File: src/rtl/uart_boot_loader.sv
// uart_boot_loader: receives a program image over UART and writes it into
// SDRAM word by word, then releases the core through init_finish.
//
// Ports:
//   clk, rst         system clock, asynchronous active-high reset
//   uart_rx          serial input, idle high, 8N1, LSB first
//   sdram_enable     write request; sdram_addr/sdram_wdata held until ready
//   sdram_addr       byte address of the word being written
//   sdram_write      1 while a request is active
//   sdram_wdata      word being written
//   sdram_dwidth     constant 2'b10 (32-bit access)
//   sdram_ready      controller completion pulse
//   init_finish      image loaded and checksum passed (sticky)
//   load_error       framing, checksum or overrun error (sticky)
//   words_loaded     words acknowledged by the controller
module uart_boot_loader #(
    parameter int          CLK_HZ       = 25000000,
    parameter int          BAUD         = 115200,
    parameter int          CLKS_PER_BIT = CLK_HZ / BAUD,
    parameter logic [23:0] LOAD_BASE    = 24'h000000
) (
    input  logic        clk,
    input  logic        rst,
    input  logic        uart_rx,
    output logic        sdram_enable,
    output logic [23:0] sdram_addr,
    output logic        sdram_write,
    output logic [31:0] sdram_wdata,
    output logic [1:0]  sdram_dwidth,
    input  logic        sdram_ready,
    output logic        init_finish,
    output logic        load_error,
    output logic [15:0] words_loaded
);

    localparam logic [15:0] BIT_END  = 16'(CLKS_PER_BIT - 1);
    localparam logic [15:0] HALF_END = 16'(CLKS_PER_BIT / 2 - 1);
    localparam logic [7:0]  MAGIC    = 8'hA5;

    typedef enum logic [1:0] {
        RX_IDLE, RX_START, RX_DATA, RX_STOP
    } rx_state_t;

    typedef enum logic [2:0] {
        S_IDLE, S_LEN_LO, S_LEN_HI, S_DATA, S_CHECK, S_DONE
    } state_t;

    // ---------------- UART receiver ----------------
    logic      rx_s1, rx_s2, rx_d;
    rx_state_t rx_state, rx_next;
    logic [15:0] rx_cnt;
    logic [2:0]  bit_idx;
    logic [7:0]  rx_byte;
    logic        rx_fall;
    logic        cnt_clr, shift_en, rx_valid, frame_err;

    assign rx_fall = rx_d & ~rx_s2;

    always_ff @(posedge clk or posedge rst) begin
        if (rst) begin
            rx_s1 <= 1'b1;
            rx_s2 <= 1'b1;
            rx_d  <= 1'b1;
        end else begin
            rx_s1 <= uart_rx;
            rx_s2 <= rx_s1;
            rx_d  <= rx_s2;
        end
    end

    always_ff @(posedge clk or posedge rst) begin
        if (rst)
            rx_state <= RX_IDLE;
        else
            rx_state <= rx_next;
    end

    always_comb begin
        rx_next   = rx_state;
        cnt_clr   = 1'b0;
        shift_en  = 1'b0;
        rx_valid  = 1'b0;
        frame_err = 1'b0;
        unique case (rx_state)
            RX_IDLE: begin
                if (rx_fall) begin
                    rx_next = RX_START;
                    cnt_clr = 1'b1;
                end
            end
            RX_START: begin
                // Line back high at mid start bit: a glitch, not a frame.
                if (rx_cnt == HALF_END) begin
                    cnt_clr = 1'b1;
                    rx_next = rx_s2 ? RX_IDLE : RX_DATA;
                end
            end
            RX_DATA: begin
                if (rx_cnt == BIT_END) begin
                    cnt_clr  = 1'b1;
                    shift_en = 1'b1;
                    if (bit_idx == 3'd7)
                        rx_next = RX_STOP;
                end
            end
            RX_STOP: begin
                if (rx_cnt == BIT_END) begin
                    rx_next   = RX_IDLE;
                    rx_valid  = rx_s2;
                    frame_err = ~rx_s2;
                end
            end
            default: rx_next = RX_IDLE;
        endcase
    end

    always_ff @(posedge clk or posedge rst) begin
        if (rst) begin
            rx_cnt  <= '0;
            bit_idx <= '0;
            rx_byte <= '0;
        end else begin
            rx_cnt <= cnt_clr ? 16'd0 : rx_cnt + 16'd1;
            if (rx_state == RX_START)
                bit_idx <= '0;
            if (shift_en) begin
                rx_byte <= {rx_s2, rx_byte[7:1]};
                bit_idx <= bit_idx + 3'd1;
            end
        end
    end

    // ---------------- Load protocol ----------------
    state_t      state, state_next;
    logic [15:0] len;
    logic [15:0] words_rcvd;
    logic [1:0]  byte_cnt;
    logic [23:0] stage;
    logic [7:0]  csum;
    logic        ack, pending, all_rcvd;
    logic        take_byte, overrun, cks_bad, abort;

    assign ack          = sdram_enable & sdram_ready;
    assign pending      = sdram_enable & ~sdram_ready;
    assign all_rcvd     = (words_rcvd == len);
    assign sdram_write  = sdram_enable;
    assign sdram_dwidth = 2'b10;
    assign init_finish  = (state == S_DONE);

    always_ff @(posedge clk or posedge rst) begin
        if (rst)
            state <= S_IDLE;
        else
            state <= state_next;
    end

    always_comb begin
        state_next = state;
        take_byte  = (state == S_DATA) && rx_valid && !all_rcvd;
        // A completed word while the previous write is still pending
        // has nowhere to go.
        overrun    = take_byte && (byte_cnt == 2'd3) && pending;
        cks_bad    = (state == S_CHECK) && rx_valid && (rx_byte != csum);
        abort      = overrun | cks_bad | (frame_err && state != S_DONE);
        unique case (state)
            S_IDLE:
                if (rx_valid && rx_byte == MAGIC)
                    state_next = S_LEN_LO;
            S_LEN_LO:
                if (rx_valid)
                    state_next = S_LEN_HI;
            S_LEN_HI:
                if (rx_valid)
                    state_next = ({rx_byte, len[7:0]} == 16'd0)
                                 ? S_CHECK : S_DATA;
            S_DATA:
                if (all_rcvd && !sdram_enable)
                    state_next = S_CHECK;
            S_CHECK:
                if (rx_valid && !cks_bad)
                    state_next = S_DONE;
            S_DONE:
                state_next = S_DONE;
            default:
                state_next = S_IDLE;
        endcase
        if (abort)
            state_next = S_IDLE;
    end

    always_ff @(posedge clk or posedge rst) begin
        if (rst) begin
            sdram_enable <= 1'b0;
            sdram_addr   <= LOAD_BASE;
            sdram_wdata  <= '0;
            load_error   <= 1'b0;
            words_loaded <= '0;
            len          <= '0;
            words_rcvd   <= '0;
            byte_cnt     <= '0;
            stage        <= '0;
            csum         <= '0;
        end else begin
            if (ack) begin
                sdram_enable <= 1'b0;
                words_loaded <= words_loaded + 16'd1;
                sdram_addr   <= sdram_addr + 24'd4;
            end
            unique case (state)
                S_IDLE: begin
                    if (rx_valid && rx_byte == MAGIC) begin
                        load_error   <= 1'b0;
                        words_loaded <= '0;
                        sdram_addr   <= LOAD_BASE;
                        csum         <= '0;
                        words_rcvd   <= '0;
                        byte_cnt     <= '0;
                        len          <= '0;
                    end
                end
                S_LEN_LO:
                    if (rx_valid)
                        len[7:0] <= rx_byte;
                S_LEN_HI:
                    if (rx_valid)
                        len[15:8] <= rx_byte;
                S_DATA: begin
                    if (take_byte && !overrun) begin
                        csum     <= csum ^ rx_byte;
                        byte_cnt <= byte_cnt + 2'd1;
                        unique case (byte_cnt)
                            2'd0: stage[7:0]   <= rx_byte;
                            2'd1: stage[15:8]  <= rx_byte;
                            2'd2: stage[23:16] <= rx_byte;
                            2'd3: begin
                                sdram_wdata  <= {rx_byte, stage};
                                sdram_enable <= 1'b1;
                                words_rcvd   <= words_rcvd + 16'd1;
                            end
                            default: ;
                        endcase
                    end
                end
                default: ;
            endcase
            if (abort) begin
                load_error   <= 1'b1;
                sdram_enable <= 1'b0;
            end
        end
    end

endmodule

File: config.mk
export PLATFORM = sky130hd
export DESIGN_NAME = uart_boot_loader
export DESIGN_NICKNAME = d
export VERILOG_FILES = /design/src/rtl/uart_boot_loader.sv
export SDC_FILE = /design/constraint.sdc
export NUM_CORES = 1
export LEC_CHECK = 0
export ABC_AREA = 1
export CORE_ASPECT_RATIO = 1.5
export CORE_MARGIN = 3
export CORE_UTILIZATION = 55
export CTS_CLUSTER_SIZE = 16
export DETAILED_ROUTE_END_ITERATION = 10
export GPL_TIMING_DRIVEN = 0
export PLACE_DENSITY = 0.77
export SLEW_MARGIN = 20
export SYNTH_ARGS = -nofsm -noshare
export SYNTH_HDL_FRONTEND = slang
export SYNTH_SLANG_ARGS = --single-unit
File: constraint.sdc
create_clock -name clk -period 9.1 [get_ports clk]
set_clock_uncertainty 0.05 [all_clocks]
set_input_delay 1.82 -clock clk [delete_from_list [all_inputs] [get_ports clk]]
set_output_delay 1.82 -clock clk [all_outputs]
set_load 0.01 [all_outputs]
-- Word level (Yosys, flattened, before mapping)
Index checks and enable logic that the tools add are counted.
- multipliers: 0
- magnitude comparators: 0
- mux-type cells: 54
- divide/modulo/power cells: 0
- $add $sub $neg: 6
- shift-type cells: 0
- bitwise operators: 8
- reductions and logical operators: 36
- equal/unequal tests: 33
- operator list (cell ; number):
    2-to-1 mux 16 bit ; 7
    2-to-1 mux 24 bit ; 3
    adder 16 x 1 -> 16 bit (second input constant) ; 3
    one-hot mux 8 bit (2 select lines) ; 3
    one-hot mux 16 bit (2 select lines) ; 1
    2-to-1 mux 3 bit ; 9
    adder 24 x 3 -> 24 bit (second input constant) ; 1
    2-to-1 mux 8 bit ; 3
    AND reduction 3 bit ; 7
    one-hot mux 3 bit (6 select lines) ; 1
    == test 16 bit ; 1
    == test 16 x 7 -> 1 bit (second input constant) ; 1
    == test 16 x 8 -> 1 bit (second input constant) ; 1
    logical NOT 16 bit ; 1
    2-to-1 mux 1 bit ; 16
    2-to-1 mux 2 bit ; 8
    inequality test 2 bit (second input constant) ; 8
    inequality test 3 bit (second input constant) ; 4
    nonzero test 2 bit ; 6
    logical AND 1 bit ; 11
    AND reduction 5 bit ; 2
    == test 3 bit (second input constant) ; 3
    == test 2 bit (second input constant) ; 4
    == test 8 bit (second input constant) ; 1
    20 further kinds ; 32
- word-level logic and storage cells: 158
- output and inout port bits: 78
- memories kept: 0
- bits in writable memories: 0
- bits in latches: 0
- input port bits: 4
- bits in read-only memories: 0
- register bits after elaboration: 175

-- Logic depth before layout (Yosys ltp)
- depth in word-level cells: 12
- depth in mapped cells: 14
- gate-level depth less buffers: 13

-- Worst setup path before layout
OpenSTA, ideal clock, no wires.
- kind: input to register
- from: in sdram_ready
- to: reg words_loaded[15]
- setup slack: 6.014 ns
- data required time: 8.933 ns
- setup time: 0.117 ns
- arrival: 2.919 ns
- buffers on the path: 0
- stages: 11
- cells stage by stage: nand2_2 > inv_2 > nand2_2 > nor2_2 > nand3_1 > nor2_2 > nand2_1 > nor2_1 > nand3_1 > nor2_1 > nor2_1
- cells in the longest elaborated chain, start to end: 4
- ends and longest elaborated chain (element ; RTL line ; source):
    from (decl) ; 30 ; input logic sdram_ready,
    AND 1 bit * ; 143 ; assign ack = sdram_enable & sdram_ready;
    2-to-1 mux 16 bit * ; 204 ; if (ack) begin
    2-to-1 mux 16 bit ; 211 ; if (rx_valid && rx_byte == MAGIC) begin
    2-to-1 mux 16 bit * ; 209 ; unique case (state)
    to (signal assigned) ; 206 ; words_loaded <= words_loaded + 16'd1;
    to (decl) ; 33 ; output logic [15:0] words_loaded
Every way passes the cells marked *; elsewhere a longest branch is shown, timed or not.
A chain may end at the register's enable or synchronous reset.

-- Worst setup path in the final report
- from: reg state[1]
- to: out init_finish
- cells in the longest elaborated chain, start to end: 1
- ends and longest elaborated chain (element ; RTL line ; source):
    from (decl) ; 134 ; state_t state, state_next;
    from (signal assigned) ; 154 ; state <= state_next;
    == test 3 bit ; 148 ; assign init_finish = (state == S_DONE);
    to (decl) ; 31 ; output logic init_finish,
Every way passes these cells.

==> impl_metrics.toml <==
[power_and_ir_drop]
ir_drop_v = 0.000159
p_leak_uw = 0.00492
seq_power_share = 0.490
switching_share = 0.271
power_frac_comb = 0.051
p_clk_frac = 0.459
powerDensity_nw_per_um2 = 159
internal_power_uw = 1190
power_uw = 1640
p_switching_uw = 444

[final_layout]
num-fill-cells = 1252
syn_to_final_growth_pct = 19.8
nets = 1181
drive_gt1_frac = 0.0865
fin_cells = 1378
multi_input_area_um2 = 3540
antenna_cells = 0
regArea_um2 = 4330

[clock_tree]
clock_sinks = 173
cts_resized = 0
cts_buffers = 17
clk_path_buf_depth = 2
cts_tree = "done"
cts_hold_buf = 0
cts_root_buf = "clkbuf_16"
htreeDepth = 4
post_cts_buffers = 0
clk_pin_slew_ns = 0.08
clk_latency_ns = 0.43

[placed_design]
gp_congestion = 0.898
hpwl_um = 13900
portBuffers = 77
place_inst = 1346
place_worst_setup_slack_ns = 5.13

[floorplan]
ios = 82
rows = 55
start_util = 0.566
design.core.area_um2 = 15200
fp.dieW_um = 108
dieArea_um2 = 17200
die_height_um = 159

[setup_path]
critPathArrivalTime_ns = 1.72
required_ns = 7.23
crit_path_end_kind = "output port"
crit_chain = "inv_1, nand3_1, inv_1, clkdlybuf4s50_1"
crit_type = "reg2out"
startpoint_type = "register"
crit_path_frequent_cell = "inv_1"
crit_slowest_cell = "clkdlybuf4s50_1"
crit_path_max_fanout = 6
slowest_delay_ns = 0.53

[logic_synthesis]
syn_avg_cell_area_um2 = 8.07
ys_ff_latch = 173
synth_top_area_frac = 0.494
ys_types = 39
synthFlopType = "dfrtp_1"
ys_top_cells_by_area = "dfrtp_1 (49%), nand2_1 (12%), inv_1 (5.5%)"
syn_inst = 1067
synth_warnings = 0
netlist_area_um2 = 8610
ys_seq_area_frac = 0.503
yosysMostFrequentCell = "nand2_1"
async_reset_ff_frac = 1.00
synth_top_cell_by_area = "dfrtp_1"
synth-edff-count = 0
synth_common_cells = "nand2_1 (271), dfrtp_1 (170), inv_1 (125)"

[sta]
timing.hold.ws_ns = 0.306
relSlewSlack = 0.578
setup_ws_ns = 5.51
period_share = 0.395
setup_tns_ns = 0
hold_viol_final = 0
clock.fmax_mhz = 278
drv_slew = 0
min_period_ns = 3.59
worst_pin_slew_ns = 0.630
finalSetupViolCount = 0
rsz0062_at_grt = "no"

[routing]
ant_nets = 0
firstDrtPassIters = 5
drt_wl_total_um = 19500
routed_via_density = 5.25
dr.first_iter.drc_count = 336
remaining_drc_errors = 0
vias = 7235
routedWlPerCell_um = 14.2

[hold_path]
hold_path.class = "reg2reg"

[grt]
antenna_found_initial = 0
grt_pass1_vias = 7270
overflow = 0
grt_max_degree = 107
gr-usage-all-layers = 0.242
grt_pass1_wl_um = 33800

[status]
outcome = "finished clean"

[run]
drv_cap = 0
## worst paths after layout
kind	cells after the start	slack, ns	to	startpoint
worst max-delay path	4	5.51	init_finish	state[1]$_DFFE_PP0P_
worst min-delay path	0	0.31	rx_s2$_DFF_PP1_	rx_s1$_DFF_PP1_
worst max register to register	11	6.69	words_rcvd[7]$_DFFE_PP0P_	rx_byte[6]$_DFFE_PP0P_
worst min register to register	0	0.31	rx_s2$_DFF_PP1_	rx_s1$_DFF_PP1_
max in group asynchronous	3	6.36	words_rcvd[7]$_DFFE_PP0P_	rst
min in group asynchronous	2	1.79	rx_cnt[3]$_DFF_PP0_	rst
## power by group through the flow
stage          Clock [µW]  Sequential (µW)  Combinational (µW)
2_1_floorplan           0              812                64.3
3_3_place_gp            0              815                77.7
3_5_place_dp            0              816                82.5
4_1_cts               761              801                85.0
5_1_grt               793              803                97.2
6_report              750              801                83.5
## layout make-up
cell class	instances	area share
Clock buffer	17	0.0413
Sequential cell	173	0.420
Timing Repair Buffer	78	0.0774
Buffer	33	0.0197
Tap cell	199	0.0242
Clock inverter	15	0.0208
Inverter	144	0.0532
Multi-Input combinational cell	719	0.343
## placed cells by master, fill, tap and decap left out, types with 3 or more instances in the layout
master	netlist	final
nand3_1	54	54
nand4_1	25	25
nor3_1	33	33
xor2_1	23	23
buf_4	8	8
a21oi_1	24	24
buf_6	4	4
clkdlybuf4s50_1	0	77
nor2_1	116	116
inv_6	0	3
nor2_2	4	4
nor3b_1	8	8
nand2_2	7	7
ha_1	11	11
o22ai_1	15	15
xnor2_1	12	12
dfstp_2	3	3
clkbuf_16	0	17
dfrtp_1	170	170
o21ai_0	27	27
o21ai_1	58	58
o31ai_1	8	8
nand2_1	271	271
inv_1	125	124
nor2_8	3	3
clkbuf_1	5	5
inv_2	17	17
buf_2	15	15
clkinv_8	0	9
conb_1	2	4
## sequential cells by signal, summed over array words and instances (netlist names), 2 cells and up
name          cells
byte_cnt          2
len              16
words_rcvd       16
stage            24
rx_byte           8
words_loaded     16
bit_idx           3
csum              8
sdram_addr       22
state             3
rx_state          2
sdram_wdata      32
rx_cnt           16
## critical path: cells and delay by family (launching register included)
kind          cells  cell delay, ns
flops             1            0.44
simple gates      1            0.11
buf+inv           3            0.74
## cells by family after synthesis
family	after synthesis	share of synthesized area
flops	173	0.503
xor+xnor	35	0.0356
simple gates	528	0.267
buf+inv	177	0.0863
compound gates	141	0.0910
other cells	2	0.000873
fa+ha+maj	11	0.0160
## per-stage QoR
| step | util | instance area [µm²] |
|---|---|---|
| after global routing | 0.678 | 10300 |
| after floorplan | - | 8610 |
| final | 0.678 | 10300 |
| after detailed placement | 0.636 | 9670 |
| after global placement | 0.633 | 9630 |
| after CTS | 0.678 | 10300 |
## metal layers
layer  global-route usage  vias up  part of all wire
met1                0.295     3409              0.42
met5                    0        -                 0
met2                0.425      183              0.52
li1                     -     3611                 -
met3               0.0487       32             0.043
met4               0.0798        0             0.019
Power figures use the tool's default switching activity.
